--- config.mk ---
export PLATFORM = sky130hd
export DESIGN_NAME = fetch_unit
export DESIGN_NICKNAME = d
export VERILOG_FILES = /design/src/rtl/fetch_unit.sv
export SDC_FILE = /design/constraint.sdc
export NUM_CORES = 1
export LEC_CHECK = 0
export ABC_AREA = 1
export ABC_CLOCK_PERIOD_IN_PS = 2400
export BUFFER_PORTS_ARGS = -buffer_cell sky130_fd_sc_hd__buf_4
export CAP_MARGIN = 20
export CORE_MARGIN = 3
export CORE_UTILIZATION = 27
export CTS_BUF_LIST = sky130_fd_sc_hd__clkbuf_8
export CTS_CLUSTER_SIZE = 28
export DETAILED_ROUTE_END_ITERATION = 8
export HOLD_SLACK_MARGIN = 0.06
export PLACE_DENSITY = 0.55
export SYNTH_ARGS = -nofsm -noshare
export SYNTH_HDL_FRONTEND = slang
export SYNTH_SLANG_ARGS = --single-unit
--- constraint.sdc ---
create_clock -name clk -period 2.4 [get_ports clk]
set_input_delay 0.48 -clock clk [delete_from_list [all_inputs] [get_ports clk]]
set_output_delay 0.48 -clock clk [all_outputs]
set_load 0.02 [all_outputs]
--- src/rtl/fetch_unit.sv ---
// fetch_unit: instruction fetch front end.
// Walks a word-addressed memory one instruction at a time, holds each fetched
// word for the consumer until it is acknowledged, and accepts branch/jump
// redirects from the datapath at any time.
// Optional feature: define FETCH_TIMEOUT_EN to abandon a memory request after
// 16 unanswered cycles and reissue it after a one-cycle idle gap.
module fetch_unit #(
    parameter logic [15:0] RESET_PC = 16'h0000
) (
    input  logic        clk,
    input  logic        reset_n,
    output logic        readM,
    output logic [15:0] address,
    input  logic [15:0] data,
    input  logic        inputReady,
    input  logic        redirect_valid,
    input  logic [15:0] redirect_pc,
    output logic        inst_valid,
    output logic [15:0] inst,
    output logic [15:0] inst_pc,
    input  logic        inst_ack,
    output logic [15:0] num_inst
);

    typedef enum logic [1:0] {
        IDLE = 2'd0,
        REQ  = 2'd1,
        HOLD = 2'd2
    } fetch_state_t;

    fetch_state_t r_state;
    fetch_state_t w_nextState;

    logic [15:0] r_address;
    logic [15:0] r_inst;
    logic [15:0] r_instPc;
    logic [15:0] r_numInst;

    logic        w_capture;
    logic        w_retire;
    logic        w_timeout;

`ifdef FETCH_TIMEOUT_EN
    logic [3:0]  r_missCount;

    // The 16th consecutive unanswered request cycle gives up on the request.
    assign w_timeout = (r_state == REQ) && !inputReady && (r_missCount == 4'hF);

    // Count unanswered request cycles; any exit from REQ starts the count over.
    always_ff @(posedge clk or negedge reset_n) begin
        if (!reset_n) begin
            r_missCount <= 4'h0;
        end else if ((r_state == REQ) && (w_nextState == REQ)) begin
            r_missCount <= r_missCount + 4'h1;
        end else begin
            r_missCount <= 4'h0;
        end
    end
`else
    assign w_timeout = 1'b0;
`endif

    // State register; reset parks the unit in IDLE without needing a clock.
    always_ff @(posedge clk or negedge reset_n) begin
        if (!reset_n) begin
            r_state <= IDLE;
        end else begin
            r_state <= w_nextState;
        end
    end

    // Next-state decode; a redirect always forces a single IDLE gap first.
    always_comb begin
        w_nextState = r_state;
        w_capture   = 1'b0;
        w_retire    = 1'b0;
        case (r_state)
            IDLE: begin
                if (!redirect_valid) begin
                    w_nextState = REQ;
                end
            end
            REQ: begin
                if (redirect_valid) begin
                    w_nextState = IDLE;
                end else if (inputReady) begin
                    w_capture   = 1'b1;
                    w_nextState = HOLD;
                end else if (w_timeout) begin
                    w_nextState = IDLE;
                end
            end
            HOLD: begin
                w_retire = inst_ack;
                if (redirect_valid) begin
                    w_nextState = IDLE;
                end else if (inst_ack) begin
                    w_nextState = REQ;
                end
            end
            default: begin
                w_nextState = IDLE;
            end
        endcase
    end

    // Fetch address, captured instruction and retire counter.
    always_ff @(posedge clk or negedge reset_n) begin
        if (!reset_n) begin
            r_address <= RESET_PC;
            r_inst    <= 16'h0000;
            r_instPc  <= 16'h0000;
            r_numInst <= 16'h0000;
        end else begin
            if (w_retire) begin
                r_numInst <= r_numInst + 16'h0001;
            end
            if (redirect_valid) begin
                r_address <= redirect_pc;
            end else if (w_capture) begin
                r_inst    <= data;
                r_instPc  <= r_address;
                r_address <= r_address + 16'h0001;
            end
        end
    end

    assign readM      = (r_state == REQ);
    assign inst_valid = (r_state == HOLD);
    assign address    = r_address;
    assign inst       = r_inst;
    assign inst_pc    = r_instPc;
    assign num_inst   = r_numInst;

endmodule

Yosys cells after proc, flatten, opt, wreduce, memory -nomap -nowiden

Cells that the tools add are included.

Equality and inequality tests: 5
Bitwise gates (word level): 1
Reductions and logical operators: 4
Add/sub/neg operators: 2
Muxes and demuxes: 12

Operator list:

| cell                    | count |
|---|---|
| $add A16 B1 Y16 const B | 2 |
| $mux W16                | 2 |
| $mux W2                 | 5 |
| $pmux W2 S3             | 1 |
| $mux W1                 | 4 |
| $ne A3 B1 Y1 const B    | 1 |
| $ne A3 B2 Y1 const B    | 1 |
| $reduce_and A3 Y1       | 1 |
| $eq A2 B1 Y1 const B    | 1 |
| $eq A2 B2 Y1 const B    | 1 |
| $logic_not A2 Y1        | 1 |
| $ne A2 B2 Y1 const B    | 1 |
| $reduce_and A2 Y1       | 1 |
| $reduce_bool A2 Y1      | 1 |
| $not A1 Y1              | 1 |

Output and inout bits: 66
Input port bits: 37
Register bits after elaboration: 66

Logic depth before layout (Yosys ltp)

Gate-level depths: netlist of the first run.

Word-level depth: 5
Gate-level depth with buffers: 9

Worst setup path after synthesis of the first run

Ideal clock, no wire load.

Path kind: register to register
Start: reg r_address[1], in the netlist address[1]
End: reg r_address[14], in the netlist address[14]
Buffers on the path: 0
Data arrival time: 1.294 ns
Cell stages (with the launch flop): 9
Path slack: 0.979 ns
Path through: dfrtp_1 -> ha_1 -> inv_1 -> nor2_4 -> nand2_2 -> nor2_2 -> nand2_1 -> nand2_1 -> nand3b_1

Longest elaborated chain between the ends: 3

RTL lines:

| what                   | line | RTL |
|---|---|---|
| start, declared        | 34   | `logic [15:0] r_address;` |
| start signal, assigned | 119  | `r_address <= redirect_pc;` |
| start signal, assigned | 123  | `r_address <= r_address + 16'h0001;` |
| $add A16 B1 Y16        | 123  |  |
| $mux W16               | 120  | `end else if (w_capture) begin` |
| $mux W16               | 118  | `if (redirect_valid) begin` |

Every way passes these cells. The select of a mux whose other input is x is not followed.
A chain may end at the register's enable or synchronous reset.

Worst setup path after layout of the first run

Start: reg r_state[1]
End: out inst_valid

Longest elaborated chain between the ends: 1

RTL lines:

| what                   | line | RTL |
|---|---|---|
| start, declared        | 31   | `fetch_state_t r_state;` |
| start signal, assigned | 68   | `r_state <= w_nextState;` |
| $eq A2 B2 Y1           | 129  | `assign inst_valid = (r_state == HOLD);` |
| end, declared          | 18   | `output logic inst_valid,` |

Every way passes these cells.

==> run summary, run 1 <==
The fraction of final layout cells with drive strength greater than 1 came out at 27.9%. The count of hold-fix buffers inserted at cts is 0. The run finished with clean final reports. The worst setup path is captured at an output port. The number of storage elements in the synthesis netlist came out at 66. The TritonCTS sink count is 66. Setup repair after global routing left no endpoint under its margin.

The mean instance size in the synthesized netlist is 8.31 µm². The count of final setup violators is 0. The clock edge transition at the registers on the reported setup and hold paths came out at 70 ps.

The residual overflow from global routing is 0. The initial antenna violation count came out at 0. The number of filler cells placed in the layout came out at 1230. The minimum clock period after layout is 1660 ps.

The sequential share of the synthesized area came out at 50.8%. The number of max-slew violations in the final report is 0. CTS built an H-tree with a depth of 3. In the finished design, the share of the clock period the worst path needs comes to 69.1%. At the end of routability-driven placement, the weighted congestion stood at 0.795. The floorplan die area came out at 0.0134 mm². In this run the worst hold path is classified as primary input to async pin. The library cell used most frequently in the layout, excluding fill and tap cells, is sky130_fd_sc_hd__nand2_1.

The count of nets left with antenna violations once routing finished came out at 0. The required arrival time at the worst endpoint is 1920 ps. The die is 116 µm tall.

The worst setup path is of the flop to output port kind. For the final database, setup skew stands at 10.6 ps. On the worst path, the slowest cell contributes a delay of 450 ps. The largest individual stage delay along the critical path comes from the cell sky130_fd_sc_hd__dfrtp_1. The quantity of I/O buffers inserted on ports is 102.

The average routed wire per standard cell came out at 13.4 µm. The initial core utilization is 28.0%. The detailed router finished its first iteration with 134 violations. Measured against its own limit, the worst slew margin works out to 42.5%. The transition time at the pin with the least slew margin came out at 862 ps. The number of detailed-route iterations in the first pass came out at 4. The final-stage net count came out at 534. The via count came out at 2859. The DRC violations left came out at 0. The critical path's top delay family is flip-flops.

The post-synth net total is 430. In this run, CTS created clock tree buffers numbering 9. The number of antenna diodes in the final layout is 0. The maximum fanout encountered on the critical timing path came out at 3. The via count of the first global-routing pass came out at 2810. Traced cell by cell, the critical path runs through inv_1, nor2_1, buf_4. The horizontal extent of the die came out at 116 µm. The latest clock arrival within the worst-skew pair came out at 340 ps.

The tree is rooted in a sky130_fd_sc_hd__clkbuf_8. TritonCTS built the clock tree. The arrival time at the worst endpoint came out at 1180 ps. Hold is met by 259 ps. The signed area change from the synthesized netlist to the final layout is 32.6%. In the post-route analysis, the smallest setup slack over all paths is 741 ps. The total of cells resized after clock tree synthesis is 0.

The total chip power came out at 0.00364 W. The largest net degree at the start of global routing came out at 67. For this run, the number of standard cells in the final layout without fillers is 641.

Detailed placement finished with a half-perimeter wire length of 6.27 mm. STA classifies the critical path startpoint as a flop. The top achievable clock speed is 603 MHz. The number of ports placed on the die boundary came out at 103.

No sink is reached through more buffers than the 2 on the longest clock path. The synthesized instance count is 391. In the layout the commonest cells are 139 x sky130_fd_sc_hd__nand2_1, 104 x sky130_fd_sc_hd__buf_4, 66 x sky130_fd_sc_hd__dfrtp_1, 40 x sky130_fd_sc_hd__inv_1, 24 x sky130_fd_sc_hd__o21ai_0.

The core box area came out at 0.0116 mm². The leakage power is 2.22 nW. The hold violation count in the final report is 0. The worst-case IR drop observed on VDD is 0.378 mV. The wire length of the first global-routing pass came out at 13.8 mm. After detailed routing, the number of vias per cell comes to 4.46. The placement row count came out at 39. In this run the power density over the cells is 845 mW/mm².

For the final routed database, the setup TNS stands at 0 ps. Summing every instance area after synthesis gives 0.00325 mm². The total global-route track usage is 13.2%. The max-capacitance violation count is 0. The number of buffer and inverter instances along the worst setup path is 2.

The total routed wirelength came out at 8.57 mm. After synthesis, the netlist uses 29 different library cells. During synthesis, Yosys emitted a total of 0 warnings.

The placement-stage worst setup slack is 615 ps. The count of buffers added by post-CTS timing repair for setup is 0. The number of instances in the placed design came out at 627.
-- metrics by stage --
stage	instance area [µm²]	util (%)
floorplan	3250	-
global placement	4130	35.6
detailed placement	4130	35.6
CTS	4310	37.1
global route	4310	37.1
finish	4310	37.1
-- per-layer routing --
metal	global-route usage, %	up-vias	routed length (µm)
li1	-	1430	-
met1	17.0	1342	3900
met2	21.8	78	4150
met3	3.55	9	411
met4	3.94	0	101
met5	0	-	0
-- where the power goes --
part / switching (W) / internal (W) / leakage [nW]
Combinational: 0.000699 / 0.000509 / 1.31
Clock: 0.000413 / 0.000447 / 0.0903
Sequential: 0.000207 / 0.00136 / 0.821
Total: 0.00132 / 0.00232 / 2.22
-- cells by family (layout without fill, tap and decap cells) --
logic type | Yosys count | after routing | share of synthesized area, %
simple gates | 217 | 217 | 30.2
flops | 66 | 66 | 50.8
buf+inv | 53 | 160 | 7.28
compound gates | 38 | 38 | 6.89
xor+xnor | 15 | 15 | 4.04
fa+ha+maj | 2 | 2 | 0.770
-- layout make-up --
type	count	area (µm²)	area share, %
inverters	42	158	3.66
clock inverters	2	12.5	0.290
repair buffers	104	781	18.1
clock buffers	12	165	3.83
flip-flops and latches	66	1650	38.3
multi-input cells	272	1360	31.6
well taps	143	179	4.15
-- cells in the mapped netlist, drive strengths merged --
| library cell | count | area [µm²] |
|---|---|---|
| a21oi | 1 | 5.00 |
| buf | 9 | 71.3 |
| clkbuf | 2 | 7.51 |
| dfrtp | 66 | 1650 |
| ha | 2 | 25.0 |
| inv | 42 | 158 |
| nand2 | 145 | 569 |
| nand3 | 20 | 118 |
| nand3b | 5 | 37.5 |
| nand4 | 7 | 43.8 |
| nor2 | 32 | 173 |
| nor3 | 8 | 40.0 |
| o2111ai | 1 | 8.76 |
| o211ai | 5 | 47.5 |
| o21ai | 28 | 140 |
| o21bai | 3 | 22.5 |
| xnor2 | 5 | 43.8 |
| xor2 | 10 | 87.6 |
-- final timing paths --
kind                            startpoint     endpoint  slack (ps)  cells past startpoint
max in group asynchronous          reset_n      inst[6]        1580                      1
min in group clk                  data[14]     inst[14]         330                      3
worst max-delay path            r_state[1]   inst_valid         740                      3
worst max register to register  r_state[1]  address[15]         850                      8
worst min-delay path               reset_n  num_inst[4]         260                      1
worst min register to register    inst[15]     inst[15]         480                      2
-- sequential cells by signal, indices dropped and copies added (netlist names) --
| name | flops |
|---|---|
| address | 16 |
| inst | 16 |
| inst_pc | 16 |
| num_inst | 16 |
| r_state | 2 |
(Power assumes the default switching activity.)
==> inputs of run 2 (changes only) <==
- ABC_CLOCK_PERIOD_IN_PS: 2400 -> 1300
- PLACE_DENSITY: 0.55 -> 0.56
- clock period: 2.4 -> 1.3 ns (I/O delays scaled with it)
==> run 2 against run 1 <==
Against the previous run: highest routed layer unchanged; via count increased by 12%; worst hold slack got worse by 150 ps; largest power group is now combinational cells; critical path type unchanged; combinational power increased by 150%; setup slack got worse by 850 ps; cell area increased by 25%; clock power increased by 110%; the flow now finishes with violations (setup timing); utilization increased by 9.4 points.
==> run summary, run 2 (synthesis gave the netlist of run 1 again) <==
The worst path in the final design needs a cycle of 1410 ps, including I/O delays and setup. The worst register-to-register path ends at num_inst[15]. STA classifies the critical path endpoint as an output port. The ratio of routed vias to standard cells is 4.49 (+0.70%). The detailed placer's ending HPWL is 6.72 mm (+7.3%). The horizontal extent of the die came out at 116 µm (unchanged). The max-capacitance violation count came out at 0 (unchanged). The hold violation count in the final report came out at 0 (unchanged). The count of final setup violators was 19 (+19).

The beginning of the worst hold path is data[8]. The required arrival time at the worst endpoint was 1040 ps (-880 ps). The sequential cell area in the final layout is 0.00166 mm² (+0.38%). The depth of the CTS H-tree came out at 3 (unchanged).

The clock skew came to 7.87 ps (-2.75 ps). The placement-stage worst setup slack is -38.8 ps (-654 ps). The startpoint identified for the worst register-to-register timing path is r_state[1].

The final-stage net count came out at 603 (+13%). Traced cell by cell, the critical path runs through buf_6, inv_4, nor2_4, buf_6. The final design instance area without fill was 0.00541 mm² (+25%).

The net switching fraction of the power is 35.7% (-0.55 points). The fraction of final layout cells with drive strength greater than 1 came out at 45.5% (+18 points). The number of cell instances on the worst register-to-register path came to 7 (-1). The internal power contribution was 0.00495 W (+110%).

The flop-to-flop setup slack was -70 ps (-920 ps). The overall die height is 116 µm (unchanged). The quantity of I/O buffers inserted on ports came out at 102 (unchanged). The number of detailed-route iterations in the first pass is 4 (unchanged). The number of filler cells placed in the layout was 1117 (-9.2%). The maximum clock insertion buffer count came out at 2 (unchanged). The library cell used most frequently in the layout, excluding fill and tap cells, is sky130_fd_sc_hd__nand2_1. The number of ports placed on the die boundary came out at 103 (unchanged). The placement row count came out at 39 (unchanged). The via count of the first global-routing pass is 3054 (+8.7%). The area used by multi-input combinational logic came out at 0.00161 mm² (+18%).

The TritonCTS clock tree is built. The total chip power came out at 0.00769 W (+110%). The average routed wire per standard cell is 13.8 µm (+3.5%). The signed area change from the synthesized netlist to the final layout came out at 66.3%.

The floorplan die area is 0.0134 mm² (unchanged). The number of buffers created by CTS came to 9 (unchanged). The slowest stage of the critical path belongs to the cell sky130_fd_sc_hd__dfrtp_1.

The placer's final routability congestion estimate is 0.785 (-1.2%). The total global-route track usage is 14.4% (+1.2 points). On the critical path the largest part of the delay comes from flip-flops. The number of antenna repair diodes was 0 (unchanged). The placement-stage cell area is 0.00445 mm² (+7.8%). The top achievable clock speed came out at 709 MHz. Setup repair after global routing could not meet its margin everywhere.

The critical path is of the flop to output port type. The highest cell delay on the worst timing path is 420 ps (-30 ps). The share of total power in the clock network is 23.3% (-0.3 points). In the layout the commonest cells are 125 x sky130_fd_sc_hd__nand2_1, 121 x sky130_fd_sc_hd__buf_4, 61 x sky130_fd_sc_hd__dfrtp_1, 42 x sky130_fd_sc_hd__buf_6, 35 x sky130_fd_sc_hd__inv_1. The maximum fanout encountered on the critical timing path was 2 (-1). The DRC violations left came to 0 (unchanged).

The wire length of the first global-routing pass is 15.0 mm (+8.5%). The worst hold margin is 105 ps (-154 ps). The setup TNS is -870 ps (-870 ps). The transition time at the pin with the least slew margin came out at 301 ps (-561 ps). The worst setup margin is -111 ps (-852 ps). The worst setup path is launched from a flop.

The clock edge transition at the registers on the reported setup and hold paths came to 80 ps (about the same). The via count came out at 3198 (+12%). The min-delay analysis places its worst path in the category primary input to flop. The net switching power came out at 0.00275 W (+110%). The total routed wirelength came out at 9.85 mm (+15%). The combinational cell fraction of total power came out at 38.9% (+5.7 points). The leakage power was 2.73 nW (+23%). The TritonCTS sink count was 66 (unchanged). The checks that failed: setup timing. The power density over the cells is 1420 mW/mm² (+69%). The arrival time at the worst endpoint is 1150 ps (-30 ps). The worst path uses 109% of the clock period. The initial antenna violation count is 0 (unchanged). The initial core utilization is 28.0% (unchanged).

The maximum ir drop on the vdd rail came to 0.569 mV (+51%). The largest net degree at the start of global routing came out at 34 (-49%). The worst hold path was traced through 3 stages.

The worst hold endpoint is inst[8]. The latest clock arrival within the worst-skew pair came to 350 ps (about the same). The relative contribution of sequential cells to total power is 37.7% (-5.5 points). The number of nets still failing antenna checks after routing came to 0 (unchanged).

The residual overflow from global routing came out at 0 (unchanged). The cell sitting at the root of the clock tree is a sky130_fd_sc_hd__clkbuf_8. The relative slew slack came out at 79.7% (+37 points). The core box area is 0.0116 mm² (unchanged). The DRC marker count from the first detailed-route iteration is 147 (+9.7%).

In this design, the critical path's most frequently occurring cell is sky130_fd_sc_hd__buf_6. The number of buffer and inverter instances along the worst setup path came out at 3 (+1). The number of max-slew violations in the final report came out at 0 (unchanged). The run finished, with violations left.
-- run 2: worst reg2reg max path, stage by stage, from the launching register on --
cell and delay, ps:
sky130_fd_sc_hd__dfrtp_1 420, sky130_fd_sc_hd__buf_6 130, sky130_fd_sc_hd__buf_4 110, sky130_fd_sc_hd__nand3_4 140, sky130_fd_sc_hd__nor2_4 190, sky130_fd_sc_hd__nand3_4 110, sky130_fd_sc_hd__o21ai_2 120, sky130_fd_sc_hd__nand2_1 50
-- run 2: area by class of cell --
class | count | share of cell area (%)
repair buffers | 173 | 29.4
flip-flops and latches | 66 | 30.7
well taps | 143 | 3.31
clock inverters | 5 | 0.972
multi-input cells | 272 | 29.8
clock buffers | 11 | 2.80
inverters | 42 | 3.10
-- run 2: timing repair --
item                                    in CTS  in global routing
endpoints found under the hold margin       20                  0
gates resized for setup                     37                 90
setup buffers                               14                 16
endpoints found under the setup margin      20                 45
pin swaps                                    4                 31
hold buffers                                 1                  0
cloned                                       0                  4
-- run 2: metal layers --
metal / part of all wire [%] / wire length (µm) / GRT usage (%)
met1: 42 / 4180 / 18.5
met2: 50 / 4940 / 23.8
met3: 6.0 / 587 / 3.76
met4: 1.4 / 142 / 4.56
met5: 0 / 0 / 0
-- run 2: worst max-delay path by stage --
stage	startpoint	to	slack [ps]	depth (start not counted)
floorplan	num_inst[0]	num_inst[12]	2	8
global placement	address[1]	address[14]	30	8
detailed placement	address[1]	address[12]	-40	6
CTS	r_state[1]	inst_valid	-140	4
global route	r_state[1]	inst_valid	-180	4
finish	r_state[1]	inst_valid	-110	4
-- run 2: power groups by stage --
stage	registers (W)	logic (W)	clock network [W]
detailed placement	0.00289	0.00256	0
CTS	0.00287	0.00276	0.00187
finish	0.00290	0.00299	0.00180
global placement	0.00289	0.00252	0
floorplan	0.00345	0.000668	0
global route	0.00296	0.00323	0.00196
-- run 2: per-stage QoR --
step                      utilization [%]  cells
final                                46.5    712
after CTS                            42.1    692
after global routing                 46.5    712
after global placement               38.3    662
after detailed placement             38.3    662
after floorplan                         -    391
